### config.mk
export PLATFORM = sky130hd
export DESIGN_NAME = datapath_controller_flat
export DESIGN_NICKNAME = d
export VERILOG_FILES = /design/src/rtl/dp_pkg.sv /design/src/rtl/datapath_controller_if.sv /design/src/rtl/dp_decoder.sv /design/src/rtl/datapath_controller.sv /design/src/flat_wrapper.sv
export SDC_FILE = /design/constraint.sdc
export NUM_CORES = 1
export LEC_CHECK = 0
export ABC_AREA = 1
export CAP_MARGIN = 10
export CORE_ASPECT_RATIO = 1.4
export CORE_MARGIN = 5
export CORE_UTILIZATION = 52
export CTS_BUF_LIST = sky130_fd_sc_hd__clkbuf_8
export DETAILED_ROUTE_END_ITERATION = 6
export PLACE_DENSITY = 0.9
export SYNTH_ARGS = -nofsm -noshare
export SYNTH_HDL_FRONTEND = slang
export SYNTH_SLANG_ARGS = --single-unit
export TNS_END_PERCENT = 1
### constraint.sdc
create_clock -name clk -period 1.8 [get_ports clk]
set_clock_uncertainty 0.05 [all_clocks]
set_input_delay 0.27 -clock clk [delete_from_list [all_inputs] [get_ports clk]]
set_output_delay 0.27 -clock clk [all_outputs]
set_load 0.01 [all_outputs]
### src/rtl/dp_pkg.sv
`default_nettype none
// +-------------------------------------------------------------------------+
// | dp_pkg : shared encodings for the 4-bit datapath sequencer              |
// | Revision: 1.0                                                           |
// +-------------------------------------------------------------------------+
package dp_pkg;

  localparam int DP_DATA_W  = 4;
  localparam int DP_RADDR_W = 2;
  localparam int DP_CNT_W   = 8;

  localparam logic [1:0] MNM_EXT  = 2'b00;
  localparam logic [1:0] MNM_LDI  = 2'b01;
  localparam logic [1:0] MNM_ADD  = 2'b10;
  localparam logic [1:0] MNM_SUB  = 2'b11;

  localparam logic [1:0] EXT_NOP  = 2'b00;
  localparam logic [1:0] EXT_OUT  = 2'b01;
  localparam logic [1:0] EXT_HALT = 2'b10;
  localparam logic [1:0] EXT_RSVD = 2'b11;

  localparam logic ALU_ADD = 1'b0;
  localparam logic ALU_SUB = 1'b1;

  localparam logic [2:0] S_IDLE   = 3'd0;
  localparam logic [2:0] S_LOAD   = 3'd1;
  localparam logic [2:0] S_DECODE = 3'd2;
  localparam logic [2:0] S_EXEC   = 3'd3;
  localparam logic [2:0] S_WB     = 3'd4;
  localparam logic [2:0] S_DONE   = 3'd5;
  localparam logic [2:0] S_HALTED = 3'd6;

  typedef struct packed {
    logic wr_en;
    logic wr_sel_imm;
    logic alu_op;
    logic out_en;
    logic halt;
    logic illegal;
  } dp_ctrl_t;

endpackage
`default_nettype wire

### src/rtl/datapath_controller_if.sv
`default_nettype none
// +-------------------------------------------------------------------------+
// | datapath_controller_if : instruction handshake and datapath controls    |
// | Revision: 1.0                                                           |
// +-------------------------------------------------------------------------+
interface datapath_controller_if
  import dp_pkg::*;
#(
  parameter int DATA_W  = DP_DATA_W,
  parameter int RADDR_W = DP_RADDR_W,
  parameter int CNT_W   = DP_CNT_W
);
  logic               instr_valid;
  logic               instr_ready;
  logic               ir_ena;
  logic [1:0]         ir_mnm;
  logic [1:0]         ir_wam;
  logic [DATA_W-1:0]  ir_rdw;
  logic [RADDR_W-1:0] rf_rd_a;
  logic [RADDR_W-1:0] rf_rd_b;
  logic               rf_wr_en;
  logic [RADDR_W-1:0] rf_wr_addr;
  logic               wr_sel_imm;
  logic [DATA_W-1:0]  imm_data;
  logic               alu_op;
  logic               out_en;
  logic               done;
  logic               illegal;
  logic               halted;
  logic [CNT_W-1:0]   instr_count;

  modport master (
    input  instr_valid, ir_mnm, ir_wam, ir_rdw,
    output instr_ready, ir_ena, rf_rd_a, rf_rd_b, rf_wr_en, rf_wr_addr,
           wr_sel_imm, imm_data, alu_op, out_en, done, illegal, halted,
           instr_count
  );

  modport slave (
    output instr_valid, ir_mnm, ir_wam, ir_rdw,
    input  instr_ready, ir_ena, rf_rd_a, rf_rd_b, rf_wr_en, rf_wr_addr,
           wr_sel_imm, imm_data, alu_op, out_en, done, illegal, halted,
           instr_count
  );
endinterface
`default_nettype wire

### src/rtl/dp_decoder.sv
`default_nettype none
// +-------------------------------------------------------------------------+
// | dp_decoder : combinational IR field decode into a control bundle        |
// | Revision: 1.0                                                           |
// +-------------------------------------------------------------------------+
module dp_decoder
  import dp_pkg::*;
#(
  parameter int DATA_W  = DP_DATA_W,
  parameter int RADDR_W = DP_RADDR_W
) (
  input  logic [1:0]         mnm_i,
  input  logic [1:0]         wam_i,
  input  logic [DATA_W-1:0]  rdw_i,
  output logic [RADDR_W-1:0] rd_a_o,
  output logic [RADDR_W-1:0] rd_b_o,
  output logic [RADDR_W-1:0] wr_addr_o,
  output logic [DATA_W-1:0]  imm_o,
  output dp_ctrl_t           ctrl_o
);

  assign rd_a_o    = rdw_i[DATA_W-1 -: RADDR_W];
  assign rd_b_o    = rdw_i[RADDR_W-1:0];
  assign wr_addr_o = RADDR_W'(wam_i);
  assign imm_o     = rdw_i;

  always_comb begin
    ctrl_o = '0;
    case (mnm_i)
      MNM_LDI: begin
        ctrl_o.wr_en      = 1'b1;
        ctrl_o.wr_sel_imm = 1'b1;
      end
      MNM_ADD: begin
        ctrl_o.wr_en  = 1'b1;
        ctrl_o.alu_op = ALU_ADD;
      end
      MNM_SUB: begin
        ctrl_o.wr_en  = 1'b1;
        ctrl_o.alu_op = ALU_SUB;
      end
      MNM_EXT: begin
        // wam doubles as the sub-opcode for the extended group
        case (wam_i)
          EXT_NOP:  ctrl_o.illegal = 1'b0;
          EXT_OUT:  ctrl_o.out_en  = 1'b1;
          EXT_HALT: ctrl_o.halt    = 1'b1;
          EXT_RSVD: ctrl_o.illegal = 1'b1;
          default:  ctrl_o.illegal = 1'b0;
        endcase
      end
      default: ctrl_o = '0;
    endcase
  end

endmodule
`default_nettype wire

### src/rtl/datapath_controller.sv
`default_nettype none
// +-------------------------------------------------------------------------+
// | datapath_controller : multi-cycle Moore sequencer for the 4-bit datapath|
// | Revision: 1.0                                                           |
// +-------------------------------------------------------------------------+
module datapath_controller
  import dp_pkg::*;
#(
  parameter int DATA_W  = DP_DATA_W,
  parameter int RADDR_W = DP_RADDR_W,
  parameter int CNT_W   = DP_CNT_W
) (
  input  logic clk,
  input  logic rst,
  datapath_controller_if.master bus
);

  logic [2:0]         state_q, state_d;
  logic [RADDR_W-1:0] dec_rd_a, dec_rd_b, dec_wr_addr;
  logic [DATA_W-1:0]  dec_imm;
  dp_ctrl_t           dec_ctrl;

  logic [RADDR_W-1:0] rd_a_q, rd_b_q, wr_addr_q;
  logic [DATA_W-1:0]  imm_q;
  dp_ctrl_t           ctrl_q;
  logic               ready_q, ir_ena_q, wr_en_q, out_en_q;
  logic               done_q, illegal_q, halted_q;
  logic [CNT_W-1:0]   count_q;

  dp_decoder #(
    .DATA_W  (DATA_W),
    .RADDR_W (RADDR_W)
  ) u_decoder (
    .mnm_i     (bus.ir_mnm),
    .wam_i     (bus.ir_wam),
    .rdw_i     (bus.ir_rdw),
    .rd_a_o    (dec_rd_a),
    .rd_b_o    (dec_rd_b),
    .wr_addr_o (dec_wr_addr),
    .imm_o     (dec_imm),
    .ctrl_o    (dec_ctrl)
  );

  always_comb begin
    state_d = state_q;
    case (state_q)
      S_IDLE:   if (bus.instr_valid) state_d = S_LOAD;
      S_LOAD:   state_d = S_DECODE;
      S_DECODE: state_d = S_EXEC;
      S_EXEC:   state_d = S_WB;
      S_WB:     state_d = S_DONE;
      S_DONE:   state_d = ctrl_q.halt ? S_HALTED : S_IDLE;
      S_HALTED: state_d = S_HALTED;
      default:  state_d = S_IDLE;
    endcase
  end

  // Strobes are registered from the next state so each lines up with its state.
  always_ff @(posedge clk or negedge rst) begin
    if (!rst) begin
      state_q   <= S_IDLE;
      ready_q   <= 1'b1;
      ir_ena_q  <= 1'b0;
      wr_en_q   <= 1'b0;
      out_en_q  <= 1'b0;
      done_q    <= 1'b0;
      illegal_q <= 1'b0;
      halted_q  <= 1'b0;
      count_q   <= '0;
    end else begin
      state_q   <= state_d;
      ready_q   <= (state_d == S_IDLE);
      ir_ena_q  <= (state_d == S_LOAD);
      wr_en_q   <= (state_d == S_WB) && ctrl_q.wr_en;
      out_en_q  <= (state_d == S_WB) && ctrl_q.out_en;
      done_q    <= (state_d == S_DONE);
      illegal_q <= (state_d == S_DONE) && ctrl_q.illegal;
      halted_q  <= (state_d == S_HALTED);
      if ((state_d == S_DONE) && !ctrl_q.halt) begin
        count_q <= count_q + CNT_W'(1);
      end
    end
  end

  always_ff @(posedge clk or negedge rst) begin
    if (!rst) begin
      rd_a_q    <= '0;
      rd_b_q    <= '0;
      wr_addr_q <= '0;
      imm_q     <= '0;
      ctrl_q    <= '0;
    end else if (state_q == S_DECODE) begin
      rd_a_q    <= dec_rd_a;
      rd_b_q    <= dec_rd_b;
      wr_addr_q <= dec_wr_addr;
      imm_q     <= dec_imm;
      ctrl_q    <= dec_ctrl;
    end
  end

  assign bus.instr_ready = ready_q;
  assign bus.ir_ena      = ir_ena_q;
  assign bus.rf_rd_a     = rd_a_q;
  assign bus.rf_rd_b     = rd_b_q;
  assign bus.rf_wr_en    = wr_en_q;
  assign bus.rf_wr_addr  = wr_addr_q;
  assign bus.wr_sel_imm  = ctrl_q.wr_sel_imm;
  assign bus.imm_data    = imm_q;
  assign bus.alu_op      = ctrl_q.alu_op;
  assign bus.out_en      = out_en_q;
  assign bus.done        = done_q;
  assign bus.illegal     = illegal_q;
  assign bus.halted      = halted_q;
  assign bus.instr_count = count_q;

endmodule
`default_nettype wire

### src/flat_wrapper.sv
// flat-port wrapper written by rule: the top's interface ports become plain ports
module datapath_controller_flat import dp_pkg::*;
#(
  parameter int DATA_W  = DP_DATA_W,
  parameter int RADDR_W = DP_RADDR_W,
  parameter int CNT_W   = DP_CNT_W
)
  (clk, rst, bus_instr_valid, bus_ir_mnm, bus_ir_wam, bus_ir_rdw, bus_instr_ready, bus_ir_ena, bus_rf_rd_a, bus_rf_rd_b, bus_rf_wr_en, bus_rf_wr_addr, bus_wr_sel_imm, bus_imm_data, bus_alu_op, bus_out_en, bus_done, bus_illegal, bus_halted, bus_instr_count);
  datapath_controller_if #(.DATA_W(DATA_W), .RADDR_W(RADDR_W), .CNT_W(CNT_W)) bus_i ();
  input  logic clk;
  input  logic rst;
  input wire logic [$bits(bus_i.instr_valid)-1:0] bus_instr_valid;
  input wire logic [$bits(bus_i.ir_mnm)-1:0] bus_ir_mnm;
  input wire logic [$bits(bus_i.ir_wam)-1:0] bus_ir_wam;
  input wire logic [$bits(bus_i.ir_rdw)-1:0] bus_ir_rdw;
  output wire logic [$bits(bus_i.instr_ready)-1:0] bus_instr_ready;
  output wire logic [$bits(bus_i.ir_ena)-1:0] bus_ir_ena;
  output wire logic [$bits(bus_i.rf_rd_a)-1:0] bus_rf_rd_a;
  output wire logic [$bits(bus_i.rf_rd_b)-1:0] bus_rf_rd_b;
  output wire logic [$bits(bus_i.rf_wr_en)-1:0] bus_rf_wr_en;
  output wire logic [$bits(bus_i.rf_wr_addr)-1:0] bus_rf_wr_addr;
  output wire logic [$bits(bus_i.wr_sel_imm)-1:0] bus_wr_sel_imm;
  output wire logic [$bits(bus_i.imm_data)-1:0] bus_imm_data;
  output wire logic [$bits(bus_i.alu_op)-1:0] bus_alu_op;
  output wire logic [$bits(bus_i.out_en)-1:0] bus_out_en;
  output wire logic [$bits(bus_i.done)-1:0] bus_done;
  output wire logic [$bits(bus_i.illegal)-1:0] bus_illegal;
  output wire logic [$bits(bus_i.halted)-1:0] bus_halted;
  output wire logic [$bits(bus_i.instr_count)-1:0] bus_instr_count;
  assign bus_i.instr_valid = bus_instr_valid;
  assign bus_i.ir_mnm = bus_ir_mnm;
  assign bus_i.ir_wam = bus_ir_wam;
  assign bus_i.ir_rdw = bus_ir_rdw;
  assign bus_instr_ready = bus_i.instr_ready;
  assign bus_ir_ena = bus_i.ir_ena;
  assign bus_rf_rd_a = bus_i.rf_rd_a;
  assign bus_rf_rd_b = bus_i.rf_rd_b;
  assign bus_rf_wr_en = bus_i.rf_wr_en;
  assign bus_rf_wr_addr = bus_i.rf_wr_addr;
  assign bus_wr_sel_imm = bus_i.wr_sel_imm;
  assign bus_imm_data = bus_i.imm_data;
  assign bus_alu_op = bus_i.alu_op;
  assign bus_out_en = bus_i.out_en;
  assign bus_done = bus_i.done;
  assign bus_illegal = bus_i.illegal;
  assign bus_halted = bus_i.halted;
  assign bus_instr_count = bus_i.instr_count;
  datapath_controller #(.DATA_W(DATA_W), .RADDR_W(RADDR_W), .CNT_W(CNT_W)) u_core (.clk(clk), .rst(rst), .bus(bus_i));
endmodule
==> results.md <==
- Top Family by Delay on Critical Path: flip-flops
- Maximum fanout along the worst path: 1
- Max stage delay on crit path: 520 ps
- Worst-Margin Slew: 375 ps
- Largest net degree at the start of global routing: 31
- Crit path from: u_core.bus.instr_ready
- Vias in the first global route: 1130
- P_leak: 0.861 nW
- Layout cells sized above 1: 0.0851
- FMAX: 610 MHz
- Worst hold-check path type: in2async
- PortBufs: 37
- CTS resizes: 0
- Mapped Nets: 159
- Wirelength per Cell: 13.0 um
- Synth Area in Simple Gates: 0.252
- Detailed Route Iter0 Violations: 34
- CTS Buffer Depth: 2
- Kind of end point of the critical path: output port
- Count of cell types in the netlist: 23
- Routed wl met2: between 1 and 1.5 mm
- Met1 WL: 1.12 mm
- Dpl hpwl: approximately 2.2 mm
- Clk_lat worst skew: about 280 ps
- H-tree levels: 2
- Pwr dens: 1580 mW/mm2
- Die ar.: 0.00362 mm2
- WL final: 2.88 mm
- Fin util: 0.744
- Routed length on met3: 226 um
- Num CTS Buffers: 5
- Placer Congestion: 0.749
- Worst EP required: between 1000 and 1500 ps
- Drt drc: 0
- Congestion Overflow GR: 0
- Chip Width: 52.3 um
- Initial antenna violation count: 0
- Synth Register Bits: 30
- Vias per std cell: 4.92
- WP buf/inv: 1
- Final setup violation count: 0
- IO Count: 38
- Mux contribution to synthesized area: 0
- Layout net count: 199
- Post-Syn Area: 0.00130 mm2
- Most frequent cells in the layout: nand2_1, clkdlybuf4s50_1, dfrtp_1
- Crit path cell chain: clkdlybuf4s50_1
- Ant. Diodes: 0
- Core region area: 0.00239 mm2
- Status: complete, no violations
- Die H: 69.2 um
- Crit path time final: between 1500 and 2000 ps
- Peak supply drop: 1.20 mV
- Fillers: 190
- Post-Syn Instances: about 150
- Synth warn: 0
- Top Metal Used: met4
- Root buf cell: clkbuf_8
- Synth Area per Inst: 8.87 um2
- CP Launch Type: flip-flop
- Postcts setup bufs: 0
- Asr flop ratio synth: 1.00
- Ys flop type: dfrtp_1
- EDFF count, synth: 0
- CTS sink cnt: 30
- Final cycle utilization of the critical path: 0.911
- GRT Total Usage: 0.183
- Largest family of logic cells by synthesized area: simple AND/OR/NAND/NOR gates
- Max_cap viols: 0
- Area grow syn2layout: 36.4%
- Initial Utilization: 0.545
- WS Path Type: reg2out
- Global-route wire length before repair: about 5.1 mm
- CTS tree: done
- Antenna viol nets, final: 0
- Compound-Gate Fraction of Synth Area: 0.0537
- Max-slew violations: 0
- RSZ-0062 raised after global routing: no
- Hold Fails Final Rpt: 0
- CP arrival: 1320 ps
- Slowest cell on crit path: dfstp_2
- Vias: ~1100
- Commonest non-fill, non-tap cell in the layout: nand2_1
- Adder-Cell Fraction of Synth Area: 0.00960
- Seq/Total Area, Yosys: 0.577
- Hold buffer count at CTS: 0
- Clk slew on worst S/H paths: 60 ps
- Post-synthesis xor/xnor area fraction: 0.0269
- Final setup TNS: 0 ps
- Worst slew margin: 0.750
- Drt first pass iters: 4
- FP Rows: 21
- Reg2reg start: u_core.state_q[2]
## report_power, final
group | total (mW) | internal [mW] | switching [mW] | leakage (nW)
registers | 1.10 | 0.910 | 0.191 | 0.389
logic | 1.16 | 0.555 | 0.610 | 0.420
clock network | 0.541 | 0.302 | 0.240 | 0.0524
## cell families after synthesis
family / after synthesis
adder cells (fa/ha/maj): 1
XOR/XNOR: 4
AO/OA/AOI/OAI: 12
AND/OR/NAND/NOR: 77
buffers and inverters: 23
flip-flops: 30
## per-stage QoR
stage | instance area, um2 | hold WS, ps | setup WS (ps) | instances | power, mW
final | 1780 | 324 | 160 | 222 | 2.81
after global routing | 1780 | 356 | 129 | 222 | 3.00
after CTS | 1780 | 339 | 144 | 222 | 2.83
after detailed placement | 1690 | 427 | 340 | 214 | 2.27
after global placement | 1690 | 419 | 464 | 214 | 2.18
after floorplan | 1300 | -75.6 | 607 | 147 | 1.74
## sequential cells by signal (all words and copies together) (netlist names), 2 cells and up
register	cells
u_core.bus.rf_wr_addr	2
u_core.state_q	3
u_core.ctrl_q	4
u_core.bus.instr_count	8
u_core.bus.imm_data	4
## layer usage
| metal | GRT usage | vias to the layer above |
|---|---|---|
| li1 | - | 526 |
| met1 | 0.203 | 510 |
| met2 | 0.307 | 51 |
| met3 | 0.0581 | 6 |
| met4 | 0.0852 | 0 |
| met5 | 0 | - |
## layout make-up
cell class	instances	area [um2]	area share
Tap cell	34	42.5	0.0239
Sequential cell	30	752	0.423
Inverter	18	67.6	0.0380
Multi-Input combinational cell	94	447	0.251
Clock inverter	2	8.76	0.00493
Timing Repair Buffer	38	378	0.213
Clock buffer	6	82.6	0.0464
## path summary, 6_finish.rpt
| path | endpoint | slack, ps | cells past startpoint |
|---|---|---|---|
| min | u_core.bus.ir_ena | 320 | 2 |
| min reg2reg | u_core.bus.rf_wr_addr[1] | 440 | 2 |
| max reg2reg | u_core.ctrl_q[1] | 320 | 5 |
| min in group clk | u_core.bus.rf_wr_addr[1] | 440 | 2 |
| max | bus_instr_ready | 160 | 1 |
| max in group asynchronous | u_core.bus.instr_ready | 1060 | 2 |
## cell usage after synthesis (2+ instances only)
master / instances / area (um2)
o22ai_1: 3 / 18.8
buf_4: 5 / 37.5
o21ai_0: 6 / 30.0
nand2_1: 54 / 203
inv_2: 2 / 7.51
nor2_1: 11 / 41.3
inv_1: 15 / 56.3
nand3_1: 6 / 30.0
xor2_1: 3 / 26.3
dfrtp_1: 29 / 726
(Power assumes the default switching activity.)
